`src/rtl/combination_pkg.sv`:
```
// +----------------------------------------------------------------------------+
// | combination_pkg : shared types and width helpers for combination_ctrl     |
// | Revision 1.0                                                              |
// +----------------------------------------------------------------------------+
`default_nettype none

package combination_pkg;

  typedef enum logic [3:0] {
    ST_IDLE      = 4'd0,
    ST_SELF_RD   = 4'd1,
    ST_SELF_WAIT = 4'd2,
    ST_SELF_WR   = 4'd3,
    ST_FETCH     = 4'd4,
    ST_LATCH     = 4'd5,
    ST_FWD_RD    = 4'd6,
    ST_FWD_WAIT  = 4'd7,
    ST_FWD_WR    = 4'd8,
    ST_REV_RD    = 4'd9,
    ST_REV_WAIT  = 4'd10,
    ST_REV_WR    = 4'd11,
    ST_DONE      = 4'd12
  } comb_state_t;

  typedef enum logic [1:0] {
    OP_SELF = 2'd0,
    OP_FWD  = 2'd1,
    OP_REV  = 2'd2,
    OP_NONE = 2'd3
  } op_sel_t;

  function automatic int clog2_min1(input int value);
    return (value <= 2) ? 1 : $clog2(value);
  endfunction

  function automatic int max1(input int value);
    return (value < 1) ? 1 : value;
  endfunction

  function automatic op_sel_t state_op(input comb_state_t s);
    case (s)
      ST_SELF_RD, ST_SELF_WAIT, ST_SELF_WR: return OP_SELF;
      ST_FWD_RD, ST_FWD_WAIT, ST_FWD_WR:    return OP_FWD;
      ST_REV_RD, ST_REV_WAIT, ST_REV_WR:    return OP_REV;
      default:                              return OP_NONE;
    endcase
  endfunction

endpackage

`default_nettype wire

```
`src/rtl/op_sequencer.sv`:
```
// +----------------------------------------------------------------------------+
// | op_sequencer : read-latency and feature-chunk counters for one RD/WAIT/WR |
// | Revision 1.0                                                              |
// +----------------------------------------------------------------------------+
`default_nettype none

module op_sequencer
  import combination_pkg::*;
#(
  parameter int FEAT_CHUNKS  = 1,
  parameter int READ_LATENCY = 1,
  localparam int CW = clog2_min1(FEAT_CHUNKS)
) (
  input  logic          clk,
  input  logic          reset_n,
  input  logic          i_clear,
  input  logic          i_rd,
  input  logic          i_wait,
  input  logic          i_wr,
  input  logic          i_wr_ready,
  output logic          o_wait_done,
  output logic          o_wr_fire,
  output logic          o_last_chunk,
  output logic [CW-1:0] o_chunk
);

  localparam int LW = clog2_min1(READ_LATENCY);

  logic [LW-1:0] r_lat;
  logic [CW-1:0] r_chunk;

  assign o_wr_fire    = i_wr && i_wr_ready;
  assign o_last_chunk = (r_chunk == CW'(FEAT_CHUNKS - 1));
  // WAIT lasts READ_LATENCY-1 cycles; the counter restarts on every read
  assign o_wait_done  = i_wait && (r_lat == LW'(READ_LATENCY - 2));
  assign o_chunk      = r_chunk;

  always_ff @(posedge clk or negedge reset_n) begin
    if (!reset_n) begin
      r_lat <= '0;
    end else if (i_rd) begin
      r_lat <= '0;
    end else if (i_wait) begin
      r_lat <= r_lat + LW'(1);
    end
  end

  always_ff @(posedge clk or negedge reset_n) begin
    if (!reset_n) begin
      r_chunk <= '0;
    end else if (i_clear) begin
      r_chunk <= '0;
    end else if (o_wr_fire) begin
      r_chunk <= o_last_chunk ? '0 : r_chunk + CW'(1);
    end
  end

endmodule

`default_nettype wire

```
`src/rtl/combination_ctrl.sv`:
```
// +----------------------------------------------------------------------------+
// | combination_ctrl : streams COO edges and issues FM_WM reads / ADJ writes  |
// | Revision 1.0                                                              |
// +----------------------------------------------------------------------------+
`default_nettype none

module combination_ctrl
  import combination_pkg::*;
#(
  parameter int MAX_EDGES    = 64,
  parameter int NUM_NODES    = 16,
  parameter int FEAT_CHUNKS  = 1,
  parameter int READ_LATENCY = 1,
  parameter int UNDIRECTED   = 1,
  parameter int SELF_LOOPS   = 1,
  localparam int EW = $clog2(MAX_EDGES + 1),
  localparam int NW = clog2_min1(NUM_NODES),
  localparam int CW = clog2_min1(FEAT_CHUNKS),
  localparam int AW = max1(EW - 1)
) (
  input  logic          clk,
  input  logic          reset_n,
  input  logic          start,
  input  logic [EW-1:0] num_edges,
  output logic          coo_rd_en,
  output logic [AW-1:0] coo_addr,
  input  logic [NW-1:0] coo_src,
  input  logic [NW-1:0] coo_dst,
  output logic          fm_rd_en,
  output logic [NW-1:0] fm_rd_addr,
  output logic          adj_wr_en,
  output logic [NW-1:0] adj_wr_addr,
  output logic [CW-1:0] feat_chunk,
  input  logic          adj_wr_ready,
  output logic          busy,
  output logic          done_comb
);

  comb_state_t   r_state;
  comb_state_t   w_next;
  op_sel_t       w_op;
  logic [EW-1:0] r_num;
  logic [EW-1:0] r_edge;
  logic [NW-1:0] r_node;
  logic [NW-1:0] r_src;
  logic [NW-1:0] r_dst;
  logic [EW-1:0] w_num_clamped;
  logic          w_in_rd, w_in_wait, w_in_wr;
  logic          w_wait_done, w_wr_fire, w_last_chunk;
  logic          w_last_node, w_last_edge, w_self_edge;
  logic [CW-1:0] w_chunk;

  assign w_num_clamped = (num_edges > EW'(MAX_EDGES)) ? EW'(MAX_EDGES) : num_edges;
  assign w_op          = state_op(r_state);
  assign w_in_rd       = (r_state == ST_SELF_RD)   || (r_state == ST_FWD_RD)   || (r_state == ST_REV_RD);
  assign w_in_wait     = (r_state == ST_SELF_WAIT) || (r_state == ST_FWD_WAIT) || (r_state == ST_REV_WAIT);
  assign w_in_wr       = (r_state == ST_SELF_WR)   || (r_state == ST_FWD_WR)   || (r_state == ST_REV_WR);
  assign w_last_node   = (r_node == NW'(NUM_NODES - 1));
  assign w_last_edge   = (r_edge == r_num - EW'(1));
  assign w_self_edge   = (r_src == r_dst);

  op_sequencer #(
    .FEAT_CHUNKS  (FEAT_CHUNKS),
    .READ_LATENCY (READ_LATENCY)
  ) u_op_sequencer (
    .clk          (clk),
    .reset_n      (reset_n),
    .i_clear      (r_state == ST_IDLE),
    .i_rd         (w_in_rd),
    .i_wait       (w_in_wait),
    .i_wr         (w_in_wr),
    .i_wr_ready   (adj_wr_ready),
    .o_wait_done  (w_wait_done),
    .o_wr_fire    (w_wr_fire),
    .o_last_chunk (w_last_chunk),
    .o_chunk      (w_chunk)
  );

  always_ff @(posedge clk or negedge reset_n) begin
    if (!reset_n) begin
      r_state <= ST_IDLE;
    end else begin
      r_state <= w_next;
    end
  end

  always_comb begin
    w_next = r_state;
    unique case (r_state)
      ST_IDLE: begin
        if (start) begin
          if (SELF_LOOPS != 0)         w_next = ST_SELF_RD;
          else if (w_num_clamped != 0) w_next = ST_FETCH;
          else                         w_next = ST_DONE;
        end
      end
      ST_SELF_RD:   w_next = (READ_LATENCY > 1) ? ST_SELF_WAIT : ST_SELF_WR;
      ST_SELF_WAIT: if (w_wait_done) w_next = ST_SELF_WR;
      ST_SELF_WR: begin
        if (w_wr_fire) begin
          if (!w_last_chunk || !w_last_node) w_next = ST_SELF_RD;
          else                               w_next = (r_num != '0) ? ST_FETCH : ST_DONE;
        end
      end
      ST_FETCH:    w_next = ST_LATCH;
      ST_LATCH:    w_next = ST_FWD_RD;
      ST_FWD_RD:   w_next = (READ_LATENCY > 1) ? ST_FWD_WAIT : ST_FWD_WR;
      ST_FWD_WAIT: if (w_wait_done) w_next = ST_FWD_WR;
      ST_FWD_WR: begin
        // a COO self-edge is already its own transpose, so it gets no reverse pass
        if (w_wr_fire) begin
          if (!w_last_chunk)                       w_next = ST_FWD_RD;
          else if (UNDIRECTED != 0 && !w_self_edge) w_next = ST_REV_RD;
          else                                     w_next = w_last_edge ? ST_DONE : ST_FETCH;
        end
      end
      ST_REV_RD:   w_next = (READ_LATENCY > 1) ? ST_REV_WAIT : ST_REV_WR;
      ST_REV_WAIT: if (w_wait_done) w_next = ST_REV_WR;
      ST_REV_WR: begin
        if (w_wr_fire) begin
          if (!w_last_chunk) w_next = ST_REV_RD;
          else               w_next = w_last_edge ? ST_DONE : ST_FETCH;
        end
      end
      ST_DONE:     w_next = ST_IDLE;
      default:     w_next = ST_IDLE;
    endcase
  end

  always_ff @(posedge clk or negedge reset_n) begin
    if (!reset_n) begin
      r_num  <= '0;
      r_edge <= '0;
      r_node <= '0;
      r_src  <= '0;
      r_dst  <= '0;
    end else begin
      if (r_state == ST_IDLE && start) begin
        r_num  <= w_num_clamped;
        r_edge <= '0;
        r_node <= '0;
      end
      if (r_state == ST_SELF_WR && w_wr_fire && w_last_chunk && !w_last_node) begin
        r_node <= r_node + NW'(1);
      end
      if (r_state == ST_LATCH) begin
        r_src <= coo_src;
        r_dst <= coo_dst;
      end
      if ((r_state == ST_FWD_WR || r_state == ST_REV_WR) && w_next == ST_FETCH) begin
        r_edge <= r_edge + EW'(1);
      end
    end
  end

  always_comb begin
    fm_rd_addr  = '0;
    adj_wr_addr = '0;
    case (w_op)
      OP_SELF: begin fm_rd_addr = r_node; adj_wr_addr = r_node; end
      OP_FWD:  begin fm_rd_addr = r_src;  adj_wr_addr = r_dst;  end
      OP_REV:  begin fm_rd_addr = r_dst;  adj_wr_addr = r_src;  end
      default: begin fm_rd_addr = '0;     adj_wr_addr = '0;     end
    endcase
  end

  assign coo_rd_en  = (r_state == ST_FETCH);
  assign coo_addr   = (r_state == ST_FETCH) ? r_edge[AW-1:0] : '0;
  assign fm_rd_en   = w_in_rd;
  assign adj_wr_en  = w_in_wr;
  assign feat_chunk = w_chunk;
  assign busy       = (r_state != ST_IDLE);
  assign done_comb  = (r_state == ST_DONE);

endmodule

`default_nettype wire

```
`config.mk`:
```
export PLATFORM = sky130hd
export DESIGN_NAME = combination_ctrl
export DESIGN_NICKNAME = d
export VERILOG_FILES = /design/src/rtl/combination_pkg.sv /design/src/rtl/op_sequencer.sv /design/src/rtl/combination_ctrl.sv
export SDC_FILE = /design/constraint.sdc
export NUM_CORES = 1
export LEC_CHECK = 0
export ABC_CLOCK_PERIOD_IN_PS = 2400
export CAP_MARGIN = 5
export CORE_ASPECT_RATIO = 1.25
export CORE_UTILIZATION = 53
export DETAILED_ROUTE_END_ITERATION = 7
export GPL_TIMING_DRIVEN = 0
export PLACE_DENSITY = 0.81
export SYNTH_ARGS = -nofsm -noshare
export SYNTH_HDL_FRONTEND = slang
export SYNTH_SLANG_ARGS = --single-unit
```
`constraint.sdc`:
```
create_clock -name clk -period 2.4 [get_ports clk]
set_input_delay 0.36 -clock clk [delete_from_list [all_inputs] [get_ports clk]]
set_output_delay 0.36 -clock clk [all_outputs]
set_load 0.05 [all_outputs]
```
==> results of run 1 <==
## path summary, 6_finish.rpt
| check | to | depth (start not counted) |
|---|---|---|
| min reg2reg | r_node[2]$_DFFE_PN0P_ | 1 |
| max in group asynchronous | r_edge[0]$_DFFE_PN0P_ | 1 |
| min | u_op_sequencer.r_lat$_DFFE_PN0P_ | 1 |
| min in group clk | r_node[2]$_DFFE_PN0P_ | 1 |
| max | fm_rd_addr[3] | 7 |
| max reg2reg | r_edge[1]$_DFFE_PN0P_ | 9 |
## layer usage
| metal | routed length, microns | global-route usage | vias to the layer above |
|---|---|---|---|
| li1 | - | - | 967 |
| met1 | 2190 | 0.310 | 949 |
| met2 | 2560 | 0.444 | 62 |
| met3 | 214 | 0.0443 | 6 |
| met4 | 50 | 0.0688 | 0 |
| met5 | 0 | 0 | - |
## sequential cells by signal, summed over array words and instances (netlist names)
register,flops
r_edge,7
r_state,4
u_op_sequencer.r_lat,1
r_node,4
r_dst,4
r_num,7
r_src,4
## cells by family after synthesis
kind of cell | Yosys count | share of synthesized area
AO/OA/AOI/OAI | 68 | 0.217
XOR/XNOR | 15 | 0.0616
other | 1 | 0.00176
adder cells (fa/ha/maj) | 3 | 0.0176
AND/OR/NAND/NOR | 97 | 0.224
multiplexers | 10 | 0.0522
flip-flops | 31 | 0.364
buffers and inverters | 22 | 0.0622
## layout by cell type (no fill, tap or decap), types with 6 or more instances in the layout
master            n
dfrtp_1          31
and2_1            6
a21oi_1          15
buf_2             6
inv_1             8
nand3_1           9
buf_4             9
xnor2_1           8
nor2_1           24
o21ai_0          19
mux2_2            9
clkbuf_2         11
nand2b_1         11
nand2_1          22
clkdlybuf4s50_1  18
xor2_1            7
clkbuf_8          6
a211oi_2          8
## repair_timing
item / 4_1_cts / 5_1_grt
setup endpoints to repair: 18 / 17
setup buffers: 0 / 5
cloned: 0 / 0
pin swaps: 0 / 1
gates resized for setup: 59 / 25
## area by class of cell
cell class,instances,area [sq um],area share
multi-input cells,194,1300,0.475
flip-flops and latches,31,776,0.284
repair buffers,42,334,0.122
plain buffers,12,109,0.0399
clock buffers,6,82.6,0.0302
well taps,54,67.6,0.0247
clock inverters,2,35.0,0.0128
inverters,8,30.0,0.0110
## power by group
group	leakage (nW)	internal, mW	switching (mW)
clock network	0.0612	0.336	0.200
registers	0.410	0.700	0.242
logic	0.727	0.794	1.39
total	1.20	1.83	1.84
==> results.yml, run 1 <==
synth:
  syn_nets: 269
  yosys_register_bits: 31
  synthTopCellsByCount: "dfrtp_1 (31), nor2_1 (26), nand2_1 (22)"
  synth_edf_count: 0
  synth_area_leaders: "dfrtp_1 (36%), mux2_2 (4.8%), nor2_1 (4.6%)"
  yosysTopAreaCell: "dfrtp_1"
  yosysMostFrequentCell: "dfrtp_1"
  synth_cells: 247
  yosysTopAreaCellShare: 0.364
  yosysSeqAreaShare: 0.364
  syn_avg_cell_area_sq_um: 8.64
  synth_area_sq_um: 2130
  ys_types: 47
  synth_ff_type: "dfrtp_1"
  async_flop_share: 1.00
  ys.warnings.count: 0
worst_setup_path:
  path_buf_inv: 3
  startpoint_type: "flip-flop"
  path_class: "flip-flop to output pin"
  rr_startpoint: "r_num[0]$_DFFE_PN0P_"
  worstSetupEndpointType: "output pin"
  crit_start: "r_state[0]$_DFF_PN0_"
  r2r_slack_ns: 0.22
  critical-path-slowest-cell: "dfrtp_1"
  cp_max_fo: 10
  critPathMaxStageDelay_ns: 0.42
  cpMostUsedCell: "nor2_1"
  crit_family: "buffers and inverters"
  arrival_ns: 1.98
  crit_required_ns: 2.04
  path_cells: "clkbuf_4, nor2_1, nor2_1, a21oi_4, buf_4, a211oi_2, buf_2"
routing:
  routed_wl_mm: 5.01
  dr.pass1.iters: 4
  vias: 1984
  drt_iter0_drc: 124
  vias_per_cell: 5.68
  drc_errors: 0
  ant_nets: 0
  drt-wirelength-per-cell_microns: 14.4
timing:
  drv_slew: 0
  worst_slew_pin_slew_ns: 0.725
  hold-worst-slack_ns: 0.125
  setup_viol: 0
  hold_violations: 0
  post-route-period-util: 0.973
  maxSlewHeadroom: 0.515
  max_freq_mhz: 428
  fin_skew_ns: 0.00360
  layout_min_cycle_time_ns: 2.34
  finalSetupTns_ns: 0
  timing.final.ws_setup_ns: 0.0650
hold_path:
  hp-class: "input port to asynchronous set/reset pin"
clocking:
  cts_tree: "yes"
  cts_hold_buf: 0
  cts_buffers: 5
  worstSkewPairLatency_ns: 0.28
  htreeDepth: 2
  ctsRootBufferMaster: "clkbuf_8"
  clk_path_buf_depth: 2
  cts.sinks: 31
  clk_pin_slew_worst_paths_ns: 0.07
die:
  core-area_sq_um: 3820
  fp.dieH_microns: 72.9
  dieArea_sq_um: 4280
  io_pins: 39
  die_x_microns: 58.7
  start_util: 0.559
  num_rows: 25
place:
  gp_congestion: 0.850
  numPlacedInstances: 338
  port_buffers: 37
  dp_hpwl_mm: 3.59
  place_ws_ns: -0.634
  placed_area_sq_um: 2610
power:
  p_leak_nw: 1.20
  cellPowerDensity_nw_per_um2: 1340
  finalPower_mw: 3.67
  ir_drop_uv: 694
global_routing:
  grt_use_total: 0.251
  grt_max_degree: 32
  antenna_found_initial: 0
  globalRouteOverflowTotal: 0
  grt_pass1_wl_mm: 8.20
  grt_pass1_vias: 1789
layout:
  final_cells: 349
  drive_gt1_frac: 0.234
  final_core_util: 0.715
  syn_to_final_growth_pct: 28.0
  antenna_cells: 0
  finish.net_count: 316
  design_area_sq_um: 2730
  fillerInstances: 318
status:
  status: "completed"
flow_run:
  max-cap-violations: 0
(Power assumes the default switching activity.)
==> inputs of run 2 (changes only) <==
--- a/config.mk
+++ b/config.mk
@@ -5,7 +5,6 @@
 export SDC_FILE = /design/constraint.sdc
 export NUM_CORES = 1
 export LEC_CHECK = 0
-export ABC_CLOCK_PERIOD_IN_PS = 2400
 export CAP_MARGIN = 5
 export CORE_ASPECT_RATIO = 1.25
 export CORE_UTILIZATION = 53
==> results of run 2 <==
Final layout, timing and power as in run 1 (identical DEF).
==> inputs of run 3 (changes only) <==
--- a/config.mk
+++ b/config.mk
@@ -10,6 +10,7 @@
 export CORE_UTILIZATION = 53
 export DETAILED_ROUTE_END_ITERATION = 7
 export GPL_TIMING_DRIVEN = 0
+export HOLD_SLACK_MARGIN = 0.06
 export PLACE_DENSITY = 0.81
 export SYNTH_ARGS = -nofsm -noshare
 export SYNTH_HDL_FRONTEND = slang
==> results of run 3 <==
Final layout, timing and power as in run 1 (identical DEF).
